**src/rtl/csa_accumulator_if.sv**
```systemverilog
`default_nettype none
// ============================================================================
//  Module   : csa_accumulator_if
//  Purpose  : Operand-stream and result handshake bundle for csa_accumulator.
//             The master drives operands in and consumes the result; the slave
//             is the accumulator itself.
//  Signals  : in_valid/in_ready/in_data/in_last   operand stream
//             out_valid/out_ready/out_sum/out_count/out_ovf   result
//             out_parity   present only with CSA_ACCUMULATOR_PARITY_EN
//  Revision : 1.0  initial release
// ============================================================================
interface csa_accumulator_if #(
    parameter int WIDTH     = 8,
    parameter int ACC_WIDTH = 16,
    parameter int CNT_WIDTH = 8
);
    logic                 in_valid;
    logic                 in_ready;
    logic [WIDTH-1:0]     in_data;
    logic                 in_last;
    logic                 out_valid;
    logic                 out_ready;
    logic [ACC_WIDTH-1:0] out_sum;
    logic [CNT_WIDTH-1:0] out_count;
    logic                 out_ovf;
`ifdef CSA_ACCUMULATOR_PARITY_EN
    logic                 out_parity;

    modport master (
        output in_valid, in_data, in_last, out_ready,
        input  in_ready, out_valid, out_sum, out_count, out_ovf, out_parity
    );
    modport slave (
        input  in_valid, in_data, in_last, out_ready,
        output in_ready, out_valid, out_sum, out_count, out_ovf, out_parity
    );
`else
    modport master (
        output in_valid, in_data, in_last, out_ready,
        input  in_ready, out_valid, out_sum, out_count, out_ovf
    );
    modport slave (
        input  in_valid, in_data, in_last, out_ready,
        output in_ready, out_valid, out_sum, out_count, out_ovf
    );
`endif
endinterface
`default_nettype wire

```
**src/rtl/csa_accumulator.sv**
```systemverilog
`default_nettype none
// ============================================================================
//  Module   : csa_accumulator
//  Purpose  : Multi-operand unsigned accumulator. Operands are folded into a
//             carry-save pair (S, C) one per accepted beat; after in_last the
//             pair is resolved by repeated half-add until C is zero, and the
//             binary sum is presented on a valid/ready output.
//  Ports    : clk     rising-edge clock
//             rst_n   asynchronous active-low reset
//             bus     csa_accumulator_if.slave (operand stream + result)
//  Options  : CSA_ACCUMULATOR_PARITY_EN adds bus.out_parity = ^out_sum,
//             registered together with out_sum.
//  Revision : 1.0  initial release
// ============================================================================
module csa_accumulator #(
    parameter int WIDTH     = 8,
    parameter int ACC_WIDTH = 16,
    parameter int CNT_WIDTH = 8
) (
    input  logic                 clk,
    input  logic                 rst_n,
    csa_accumulator_if.slave     bus
);

    typedef enum logic [1:0] {
        ST_ACCUM   = 2'd0,
        ST_RESOLVE = 2'd1,
        ST_OUT     = 2'd2
    } state_t;

    state_t               state_q;
    logic [ACC_WIDTH-1:0] s_q;
    logic [ACC_WIDTH-1:0] c_q;
    logic [CNT_WIDTH-1:0] cnt_q;
    logic                 ovf_q;
    logic [ACC_WIDTH-1:0] out_sum_q;
    logic [CNT_WIDTH-1:0] out_count_q;
    logic                 out_ovf_q;
`ifdef CSA_ACCUMULATOR_PARITY_EN
    logic                 out_parity_q;
`endif

    // Next-state candidates for the two datapath phases.
    logic [ACC_WIDTH-1:0] x_w;
    logic [ACC_WIDTH-1:0] maj_w;
    logic [ACC_WIDTH-1:0] acc_s_d;
    logic [ACC_WIDTH-1:0] acc_c_d;
    logic                 acc_ovf_d;
    logic [ACC_WIDTH-1:0] res_s_d;
    logic [ACC_WIDTH-1:0] res_c_d;
    logic                 res_ovf_d;
    logic [CNT_WIDTH-1:0] cnt_d;

    always_comb begin
        x_w              = '0;
        x_w[WIDTH-1:0]   = bus.in_data;
        // Full-adder array: XOR sum, majority carry shifted one place up.
        maj_w            = (s_q & c_q) | (s_q & x_w) | (c_q & x_w);
        acc_s_d          = s_q ^ c_q ^ x_w;
        acc_c_d          = maj_w << 1;
        // Carry shifted off the top is lost weight 2^ACC_WIDTH.
        acc_ovf_d        = ovf_q | maj_w[ACC_WIDTH-1];
        // Half-adder resolve step.
        res_s_d          = s_q ^ c_q;
        res_c_d          = (s_q & c_q) << 1;
        res_ovf_d        = ovf_q | (s_q[ACC_WIDTH-1] & c_q[ACC_WIDTH-1]);
        cnt_d            = (&cnt_q) ? cnt_q : cnt_q + 1'b1;
    end

    always_ff @(posedge clk or negedge rst_n) begin
        if (!rst_n) begin
            state_q      <= ST_ACCUM;
            s_q          <= '0;
            c_q          <= '0;
            cnt_q        <= '0;
            ovf_q        <= 1'b0;
            out_sum_q    <= '0;
            out_count_q  <= '0;
            out_ovf_q    <= 1'b0;
`ifdef CSA_ACCUMULATOR_PARITY_EN
            out_parity_q <= 1'b0;
`endif
        end else begin
            case (state_q)
                ST_ACCUM: begin
                    if (bus.in_valid) begin
                        s_q   <= acc_s_d;
                        c_q   <= acc_c_d;
                        ovf_q <= acc_ovf_d;
                        cnt_q <= cnt_d;
                        if (bus.in_last) begin
                            state_q <= ST_RESOLVE;
                        end
                    end
                end
                ST_RESOLVE: begin
                    if (c_q == '0) begin
                        out_sum_q    <= s_q;
                        out_count_q  <= cnt_q;
                        out_ovf_q    <= ovf_q;
`ifdef CSA_ACCUMULATOR_PARITY_EN
                        out_parity_q <= ^s_q;
`endif
                        state_q      <= ST_OUT;
                    end else begin
                        s_q   <= res_s_d;
                        c_q   <= res_c_d;
                        ovf_q <= res_ovf_d;
                    end
                end
                ST_OUT: begin
                    // Result registers are left untouched so they hold both
                    // under backpressure and after the handshake.
                    if (bus.out_ready) begin
                        s_q     <= '0;
                        c_q     <= '0;
                        cnt_q   <= '0;
                        ovf_q   <= 1'b0;
                        state_q <= ST_ACCUM;
                    end
                end
                default: begin
                    state_q <= ST_ACCUM;
                end
            endcase
        end
    end

    // Handshake flags are pure state decodes.
    assign bus.in_ready   = (state_q == ST_ACCUM);
    assign bus.out_valid  = (state_q == ST_OUT);
    assign bus.out_sum    = out_sum_q;
    assign bus.out_count  = out_count_q;
    assign bus.out_ovf    = out_ovf_q;
`ifdef CSA_ACCUMULATOR_PARITY_EN
    assign bus.out_parity = out_parity_q;
`endif

endmodule
`default_nettype wire

```
**src/flat_wrapper.sv**
```systemverilog
// flat-port wrapper written by rule: the top's interface ports become plain ports
module csa_accumulator_flat 
#(
    parameter int WIDTH     = 8,
    parameter int ACC_WIDTH = 16,
    parameter int CNT_WIDTH = 8
)
  (clk, rst_n, bus_in_valid, bus_in_data, bus_in_last, bus_out_ready, bus_in_ready, bus_out_valid, bus_out_sum, bus_out_count, bus_out_ovf);
  csa_accumulator_if #(.WIDTH(WIDTH), .ACC_WIDTH(ACC_WIDTH), .CNT_WIDTH(CNT_WIDTH)) bus_i ();
  input  logic clk;
  input  logic rst_n;
  input wire logic [$bits(bus_i.in_valid)-1:0] bus_in_valid;
  input wire logic [$bits(bus_i.in_data)-1:0] bus_in_data;
  input wire logic [$bits(bus_i.in_last)-1:0] bus_in_last;
  input wire logic [$bits(bus_i.out_ready)-1:0] bus_out_ready;
  output wire logic [$bits(bus_i.in_ready)-1:0] bus_in_ready;
  output wire logic [$bits(bus_i.out_valid)-1:0] bus_out_valid;
  output wire logic [$bits(bus_i.out_sum)-1:0] bus_out_sum;
  output wire logic [$bits(bus_i.out_count)-1:0] bus_out_count;
  output wire logic [$bits(bus_i.out_ovf)-1:0] bus_out_ovf;
  assign bus_i.in_valid = bus_in_valid;
  assign bus_i.in_data = bus_in_data;
  assign bus_i.in_last = bus_in_last;
  assign bus_i.out_ready = bus_out_ready;
  assign bus_in_ready = bus_i.in_ready;
  assign bus_out_valid = bus_i.out_valid;
  assign bus_out_sum = bus_i.out_sum;
  assign bus_out_count = bus_i.out_count;
  assign bus_out_ovf = bus_i.out_ovf;
  csa_accumulator #(.WIDTH(WIDTH), .ACC_WIDTH(ACC_WIDTH), .CNT_WIDTH(CNT_WIDTH)) u_core (.clk(clk), .rst_n(rst_n), .bus(bus_i));
endmodule
```
**config.mk**
```make
export PLATFORM = sky130hd
export DESIGN_NAME = csa_accumulator_flat
export DESIGN_NICKNAME = d
export VERILOG_FILES = /design/src/rtl/csa_accumulator_if.sv /design/src/rtl/csa_accumulator.sv /design/src/flat_wrapper.sv
export SDC_FILE = /design/constraint.sdc
export NUM_CORES = 1
export LEC_CHECK = 0
export CAP_MARGIN = 25
export CELL_PAD_IN_SITES_DETAIL_PLACEMENT = 1
export CELL_PAD_IN_SITES_GLOBAL_PLACEMENT = 2
export CORE_ASPECT_RATIO = 1.75
export CORE_MARGIN = 5
export CORE_UTILIZATION = 35
export CTS_BUF_LIST = sky130_fd_sc_hd__clkbuf_16
export CTS_CLUSTER_DIAMETER = 40
export DETAILED_ROUTE_END_ITERATION = 7
export PLACE_DENSITY_LB_ADDON = 0.15
export SETUP_SLACK_MARGIN = 0.4
export SLEW_MARGIN = 20
export SYNTH_ARGS = -nofsm -noshare
export SYNTH_HDL_FRONTEND = slang
export SYNTH_SLANG_ARGS = --single-unit
```
**constraint.sdc**
```tcl
create_clock -name clk -period 2.55 [get_ports clk]
set_input_delay 0.255 -clock clk [delete_from_list [all_inputs] [get_ports clk]]
set_output_delay 0.255 -clock clk [all_outputs]
set_load 0.01 [all_outputs]
```
### After elaboration in Yosys (flattened, before gate mapping)

Cells that the tools add are included.
Widths: inputs -> output; s select.

| word-level totals | value |
|---|---|
| bits of input ports | 13 |
| word-level logic and storage cells | 56 |
| register bits after elaboration | 68 |

| cells by class | value |
|---|---|
| bitwise operators | 10 |
| eq/ne operators | 8 |
| add/subtract/negate cells | 1 |
| muxes and demuxes | 20 |
| reduce and logical (&&, ||, !) cells | 9 |

Operators by type and width:

| cell | count |
|---|---|
| $pmux 16 s3 | 2 |
| $mux 16 | 5 |
| $and 16x8->16 | 2 |
| $or 16x16->16 | 2 |
| $mux 8 | 3 |
| $and 16x16->16 | 1 |
| $logic_not 16->1 | 1 |
| $pmux 8 s2 | 1 |
| $xor 16x16->16 | 1 |
| $xor 16x8->16 | 1 |
| $reduce_and 4->1 | 3 |
| $ne 2x2->1 const B | 5 |
| $add 8x1->8 const B | 1 |
| $mux 2 | 4 |
| $reduce_and 8->1 | 1 |
| $pmux 2 s3 | 1 |
| $mux 1 | 3 |
| $pmux 1 s3 | 1 |
| $reduce_bool 3->1 | 1 |
| $eq 2x1->1 const B | 1 |
| $eq 2x2->1 const B | 1 |
| $logic_not 2->1 | 1 |
| $ne 2x1->1 const B | 1 |
| $or 1x1->1 | 2 |
| 3 further kinds | 3 |

### Logic depth before layout (Yosys ltp)

Gate-level depths: netlist (run 1).

| logic depth | value |
|---|---|
| word-level depth | 6 |
| mapped depth | 8 |
| mapped depth without buffers | 6 |

### Least setup slack after synthesis (run 1)

No wires, ideal clock.

| timing path | value |
|---|---|
| path type | reg2reg |
| start point | register u_core.state_q[1] |
| end point | register u_core.c_q[1] |
| data arrival time | 1.967 ns |
| path buffers | 2 |
| cell stages (with the launch flop) | 9 |
| setup time | 0.128 ns |
| data required time | 2.422 ns |
| slack | 0.456 ns |
| clock period less this slack | 2.094 ns |
| cells stage by stage | dfrtp_1 inv_1 ha_1 nor4b_2 nand4_2 or3b_1 buf_2 buf_6 mux2_1 |

| on the way | value |
|---|---|
| word-level cells in the longest chain between the ends | 3 |
| elaborated cells between the ends (all ways) | 9 |
| those cells by class | 5 x eq/ne; 1 x mux; 3 x reduce/logical |

RTL lines:

| item | RTL line | RTL |
|---|---|---|
| from (decl) | csa_accumulator.sv:31 | `state_t state_q;` |
| from (signal assigned) | csa_accumulator.sv:72 | `state_q <= ST_ACCUM;` |
| from (signal assigned) | csa_accumulator.sv:92 | `state_q <= ST_RESOLVE;` |
| from (signal assigned) | csa_accumulator.sv:104 | `state_q <= ST_OUT;` |
| $eq 2x1->1 (tied with other cells) | csa_accumulator.sv:84 | `case (state_q)` |
| $ne 2x2->1 (no line) or $reduce_bool 3->1 (tied branches) | - |  |
| $reduce_and 4->1 (no line) | - |  |
| to (signal assigned) | csa_accumulator.sv:107 | `c_q <= res_c_d;` |
| to (decl) | csa_accumulator.sv:33 | `logic [ACC_WIDTH-1:0] c_q;` |

Parallel ways exist; a longest one is shown, timed or not.
A chain may end at the register's enable or synchronous reset.

### Worst setup path after layout (run 1)

| timing path | value |
|---|---|
| start point | register u_core.state_q[0] |
| end point | register u_core.cnt_q[5] |

| on the way | value |
|---|---|
| word-level cells in the longest chain between the ends | 3 |
| elaborated cells between the ends (all ways) | 8 |
| those cells by class | 4 x eq/ne; 1 x mux; 3 x reduce/logical |

RTL lines:

| item | RTL line | RTL |
|---|---|---|
| $eq 2x2->1 or $logic_not 2->1 (tied branches) | csa_accumulator.sv:84 |  |
| $ne 2x2->1 (no line) or $reduce_bool 2->1 (tied branches) | - |  |
| $reduce_and 4->1 (no line) | - |  |
| to (signal assigned) | csa_accumulator.sv:90 | `cnt_q <= cnt_d;` |
| to (decl) | csa_accumulator.sv:34 | `logic [CNT_WIDTH-1:0] cnt_q;` |

Parallel ways exist; a longest one is shown, timed or not.

==> results of run 1 <==
[flip-flops by register name (all words and copies together), names as in the netlist]
name and count:
u_core.ovf_q 1, u_core.cnt_q 8, u_core.bus.out_count 8, u_core.bus.out_ovf 1, u_core.state_q 2, u_core.bus.out_sum 16
u_core.c_q 15, u_core.s_q 16
[how the worst max path moves through the flow]
stage | depth (start not counted) | slack (ns) | start | to
CTS | 7 | 0.40 | u_core.state_q[1]$_DFFE_PN0P_ | u_core.c_q[3]$_DFFE_PN0P_
floorplan | 8 | 0.46 | u_core.state_q[1]$_DFFE_PN0P_ | u_core.c_q[1]$_DFFE_PN0P_
global route | 7 | 0.35 | u_core.state_q[0]$_DFFE_PN0P_ | u_core.cnt_q[5]$_DFFE_PN0P_
finish | 7 | 0.49 | u_core.state_q[0]$_DFFE_PN0P_ | u_core.cnt_q[5]$_DFFE_PN0P_
detailed placement | 7 | 0.31 | u_core.state_q[0]$_DFFE_PN0P_ | u_core.c_q[3]$_DFFE_PN0P_
global placement | 7 | 0.39 | u_core.state_q[1]$_DFFE_PN0P_ | u_core.ovf_q$_DFFE_PN0P_
[worst reg2reg max path: stages (launching register included)]
cell and delay [ns]:
dfrtp_2 0.43, inv_1 0.11, ha_2 0.25, nand2b_1 0.14, o211ai_1 0.20, buf_4 0.21, nor4_1 0.41, mux2i_1 0.24
[final cells by class]
class / instances / area [µm²] / area share [%]
timing repair buffer: 53 / 522 / 11.7
clock buffer: 9 / 225 / 5.04
multi-input combinational: 203 / 1680 / 37.5
clock inverter: 7 / 82.6 / 1.85
inverter: 35 / 131 / 2.94
tap: 125 / 156 / 3.50
sequential: 67 / 1680 / 37.5
[repair_timing]
action,CTS,global route
buffers inserted,0,5
gates resized for setup,6,7
endpoints found under the hold margin,67,0
hold buffers,1,0
setup endpoints to repair,18,29
pin swaps,0,1
[cell families (layout without fill, tap and decap cells)]
group	count (synthesis)	in the layout	synth area share [%]
compound gates	40	40	6.78
fa+ha+maj	30	30	12.2
buf+inv	45	104	5.39
flops	67	67	47.8
mux	50	50	15.4
simple gates	83	83	12.4
[synthesized netlist by cell type (4+ instances only)]
master    instances
dfrtp_1          67
nand2_1          46
inv_1            35
mux2_1           31
ha_1             23
o21ai_0          19
mux2i_1          18
o21ai_1           8
fa_1              7
nand3_1           6
clkbuf_1          5
nand2b_1          5
o211ai_1          4
[power breakdown]
| group | total (mW) | leakage, nW | internal, mW | switching (mW) |
|---|---|---|---|---|
| Sequential | 1.73 | 0.871 | 1.41 | 0.320 |
| Combinational | 2.80 | 1.05 | 1.37 | 1.43 |
| Clock | 1.28 | 0.154 | 0.843 | 0.440 |
| Total | 5.81 | 2.07 | 3.62 | 2.19 |
[routing by layer]
metal	track usage, %	up-vias
met1	15.6	1233
met5	0	-
li1	-	1181
met4	5.34	0
met2	25.2	31
met3	3.53	6
[placed cells by master, fill, tap and decap left out, drive strengths merged]
cell type and instances:
nor4b 1, or4 2, o21ai 27, o2bb2ai 1, or4bb 1, clkinv 5
o211ai 4, buf 14, dfrtp 67, nor3 2, o31ai 1, ha 23
o2111ai 1, a2bb2oi 1, clkbuf 9, or2 2, a21o 1, nand4 4
bufinv 2, nand3 6, nand2 46, nor2 2, clkdlybuf4s50 38, o22ai 1
a22o 1, inv 35, fa 7, nor4 6, nor2b 2, mux2i 18
and2 1, dlygate4sd3 1, or3 2, nand2b 5, o22a 1, a21boi 1
mux2 32, or3b 1
[through the flow]
step | utilization, % | cells | hold WS, ns | power [mW] | cell area, µm²
2_1_floorplan | - | 315 | -0.0406 | 3.55 | 3500
3_3_place_gp | 41.2 | 477 | 0.309 | 4.35 | 4060
3_5_place_dp | 41.2 | 477 | 0.316 | 4.44 | 4060
4_1_cts | 44.6 | 494 | 0.492 | 5.82 | 4400
5_1_grt | 45.4 | 499 | 0.495 | 6.31 | 4470
6_report | 45.4 | 499 | 0.480 | 5.81 | 4470
==> results.sh, run 1 <==
export IMPL_wl_met2_um=4280
export IMPL_initial_utilization_pct=35.6
export IMPL_synthCells=315
export IMPL_dr_pass1_iters=4
export IMPL_root_buffer="clkbuf_16"
export IMPL_setup_ws_ns=0.485
export IMPL_clock_sinks=67
export IMPL_synth_seq_area_share_pct=47.8
export IMPL_cts_inserted_buffers=9
export IMPL_dpl_hpwl_um=5520
export IMPL_top_layer_used="met4"
export IMPL_layout_min_cycle_time_ns=2.06
export IMPL_grt_pass1_wl_um=13200
export IMPL_crit_path_max_incr_delay_ns=0.43
export IMPL_insertion_delay_ns=0.33
export IMPL_r2r_end="u_core.cnt_q[5]$_DFFE_PN0P_"
export IMPL_drtIter0Drc=62
export IMPL_yosysWarnings=0
export IMPL_ys_types=42
export IMPL_dp_slack_ns=0.313
export IMPL_synth_top_cell_area_share_pct=47.8
export IMPL_row_count=48
export IMPL_powerDensity_mw_per_mm2=1300
export IMPL_grt_max_degree=68
export IMPL_io_buffers=39
export IMPL_post_route_period_util_pct=81.0
export IMPL_yosys_top_cells_area="dfrtp_1, mux2_1, ha_1, mux2i_1, nand2_1"
export IMPL_fmax_mhz=484
export IMPL_path_max_fanout=8
export IMPL_drcViolationCount=0
export IMPL_hold_viol=0
export IMPL_power_leakage_nw=2.07
export IMPL_die_y_um=142
export IMPL_ys_ff_latch=67
export IMPL_met3_wirelength_um=238
export IMPL_syn_to_final_growth_pct=27.6
export IMPL_cp_slowest_cell="dfrtp_2"
export IMPL_synth_top_cell_by_area="dfrtp_1"
export IMPL_wl_met1_um=3220
export IMPL_tightest_slew_ns=0.546
export IMPL_cp_top_family="simple AND/OR/NAND/NOR gates"
export IMPL_vdd_drop_max_v=0.000522
export IMPL_via_per_inst=4.91
export IMPL_timing_rr_start="u_core.state_q[0]$_DFFE_PN0P_"
export IMPL_crit_chain="inv_1, ha_2, nand2b_1, o211ai_1, buf_4, nor4_1, mux2i_1"
export IMPL_syn_nets=358
export IMPL_cts_tree="done"
export IMPL_tns_ns=0
export IMPL_rsz0062_at_grt="no"
export IMPL_place_congestion=0.751
export IMPL_drive_gt1_share_pct=11.0
export IMPL_crit_buf_inv=2
export IMPL_wl_um=7850
export IMPL_syn_avg_cell_area_um2=11.1
export IMPL_worstSetupPathType="reg -> reg"
export IMPL_required_ns=2.80
export IMPL_die_area_mm2=0.0122
export IMPL_relSlewSlack_pct=63.5
export IMPL_antenna_found_initial=0
export IMPL_first_global_vias=2613
export IMPL_synth_edf_count=0
export IMPL_status="finished, final reports clean"
export IMPL_cp_arrival_ns=2.32
export IMPL_pin_count=40
export IMPL_hold_path_class="in -> async"
export IMPL_endpoint_kind="register"
export IMPL_fin_skew_ns=0.00803
export IMPL_async_reset_ff_share_pct=100
export IMPL_path_clk_slew_ns=0.06
export IMPL_r2r_setup_slack_ns=0.49
export IMPL_nets=412
export IMPL_nFillCells=1082
export IMPL_core_area_mm2=0.00985
export IMPL_syn_cell_area_mm2=0.00350
export IMPL_drtAntennaViolNets=0
export IMPL_start_kind="register"
export IMPL_cts_htree_levels=3
export IMPL_maxCapViolations=0
export IMPL_synth_flop_cell="dfrtp_1"
export IMPL_reg2reg_depth=7
export IMPL_wl_per_cell_um=15.7
export IMPL_setup_viol=0
export IMPL_clockBufferDepth=2
export IMPL_gr_total_overflow=0
export IMPL_slew_viol_final=0
export IMPL_diodes=0
export IMPL_track_usage_pct=14.0
export IMPL_die_w_um=85.6
export IMPL_vias=2451
Power figures use the tool's default switching activity.
==> run 2: changes to the inputs <==
clock period = 1.9 ns   (was 2.55 ns; I/O delays follow)
==> results.sh, run 2 (synthesis results as in run 1) <==
export IMPL_vdd_drop_max_v=0.000988
export IMPL_core_area_mm2=0.00985
export IMPL_fmax_mhz=501
export IMPL_nFillCells=1069
export IMPL_die_y_um=142
export IMPL_row_count=48
export IMPL_final_area_mm2=0.00506
export IMPL_cp_arrival_ns=2.20
export IMPL_io_buffers=39
export IMPL_endpoint_kind="register"
export IMPL_drive_gt1_share_pct=26.6
export IMPL_power_leakage_nw=2.41
export IMPL_met3_wirelength_um=196
export IMPL_setup_viol=24
export IMPL_setup_ws_ns=-0.0980
export IMPL_root_buffer="clkbuf_16"
export IMPL_dpl_hpwl_um=6180
export IMPL_register_area_mm2=0.00168
export IMPL_wl_met2_um=5110
export IMPL_clock_sinks=67
export IMPL_start_kind="register"
export IMPL_drcViolationCount=0
export IMPL_via_per_inst=4.89
export IMPL_path_clk_slew_ns=0.06
export IMPL_drtAntennaViolNets=0
export IMPL_first_global_vias=2929
export IMPL_dp_slack_ns=-0.0933
export IMPL_fin_skew_ns=0.00706
export IMPL_final_cells=543
export IMPL_final_common_cell="dfrtp_1"
export IMPL_status="complete, but fails checks"
export IMPL_nets=457
export IMPL_final_cell_mix="dfrtp_1, nand2_1, buf_4, clkdlybuf4s50_1, inv_1"
export IMPL_gr_total_overflow=0
export IMPL_slew_viol_final=0
export IMPL_worstSetupPathType="reg -> reg"
export IMPL_place_congestion=0.788
export IMPL_die_w_um=85.6
export IMPL_vias=2657
export IMPL_wl_um=9130
export IMPL_track_usage_pct=15.8
export IMPL_layout_min_cycle_time_ns=2.00
export IMPL_insertion_delay_ns=0.33
export IMPL_wl_met1_um=3690
export IMPL_maxCapViolations=0
export IMPL_cts_tree="done"
export IMPL_syn_to_final_growth_pct=44.3
export IMPL_top_layer_used="met4"
export IMPL_grt_pass1_wl_um=14800
export IMPL_tightest_slew_ns=0.565
export IMPL_placed_cells_incl_taps=506
export IMPL_hold_path_class="in -> async"
export IMPL_path_max_fanout=8
export IMPL_clockBufferDepth=2
export IMPL_violations="negative setup slack"
export IMPL_multiInputGateArea_mm2=0.00182
export IMPL_diodes=0
export IMPL_powerDensity_mw_per_mm2=1940
export IMPL_tns_ns=-1.38
export IMPL_initial_utilization_pct=35.6
export IMPL_post_route_util_pct=51.3
export IMPL_cts_inserted_buffers=9
export IMPL_hold_viol=0
export IMPL_rsz0062_at_grt="yes"
export IMPL_dr_pass1_iters=4
export IMPL_required_ns=2.10
export IMPL_grt_max_degree=27
export IMPL_placed_area_mm2=0.00440
export IMPL_cts_htree_levels=3
export IMPL_wl_per_cell_um=16.8
export IMPL_post_route_period_util_pct=105
export IMPL_pin_count=40
export IMPL_die_area_mm2=0.0122
export IMPL_drtIter0Drc=60
export IMPL_antenna_found_initial=0
export IMPL_relSlewSlack_pct=62.3
-- run 2: cell count changes in the layout (fill, tap and decap cells not counted), moves of 2 or more --
cell,before,now
buf_12,2,10
inv_2,0,2
nor4_4,0,2
buf_4,10,43
mux2_4,0,18
bufinv_16,2,0
mux2_1,31,13
clkbuf_16,9,11
-- run 2: area by class of cell --
cell class | instances | share of cell area, %
clock inverters | 6 | 0.495
flip-flops and latches | 67 | 33.2
multi-input cells | 203 | 36.0
inverters | 35 | 2.60
well taps | 125 | 3.09
repair buffers | 98 | 20.2
clock buffers | 9 | 4.45
-- run 2: final timing paths --
path / startpoint / cells past startpoint / slack [ns] / endpoint
worst max-delay path: u_core.state_q[1]$_DFFE_PN0P_ / 8 / -0.1 / u_core.c_q[3]$_DFFE_PN0P_
worst min-delay path: rst_n / 2 / 0.39 / u_core.bus.out_sum[2]$_DFFE_PN0P_
worst max register to register: u_core.state_q[1]$_DFFE_PN0P_ / 8 / -0.1 / u_core.c_q[3]$_DFFE_PN0P_
worst min register to register: u_core.bus.out_sum[8]$_DFFE_PN0P_ / 2 / 0.48 / u_core.bus.out_sum[8]$_DFFE_PN0P_
max in group asynchronous: rst_n / 3 / 0.97 / u_core.bus.out_sum[13]$_DFFE_PN0P_
min in group clk: u_core.bus.out_sum[8]$_DFFE_PN0P_ / 2 / 0.48 / u_core.bus.out_sum[8]$_DFFE_PN0P_
-- run 2: through the flow --
step	power, mW	hold slack, ns
floorplan	5.07	-0.106
global placement	6.72	0.206
detailed placement	6.86	0.209
CTS	9.41	0.402
global route	10.5	0.428
finish	9.82	0.394
-- run 2: routing by layer --
layer / vias up / GRT usage, %
met3: 8 / 2.90
li1: 1269 / -
met4: 0 / 6.26
met1: 1350 / 17.4
met5: - / 0
met2: 30 / 29.4
-- run 2: critical path: stages (launching register included) --
cell	delay (ns)
dfrtp_1	0.41
inv_2	0.12
ha_4	0.14
nor4b_4	0.23
nand4_4	0.13
or3b_4	0.28
buf_12	0.12
buf_12	0.13
mux2_1	0.32
-- run 2: what timing repair did --
item                       in CTS  in global routing
hold endpoints to repair       19                  0
buffers inserted               13                  5
pin swaps                       3                  5
gates cloned                    1                  2
hold buffers                    1                  0
resized for setup              29                 10
setup endpoints to repair      69                 69
-- run 2: power breakdown --
part           total [mW]  internal (mW)  switching [mW]
registers            2.24           1.90           0.348
logic                6.14           3.50            2.63
clock network        1.44          0.851           0.585
total                9.82           6.25            3.56
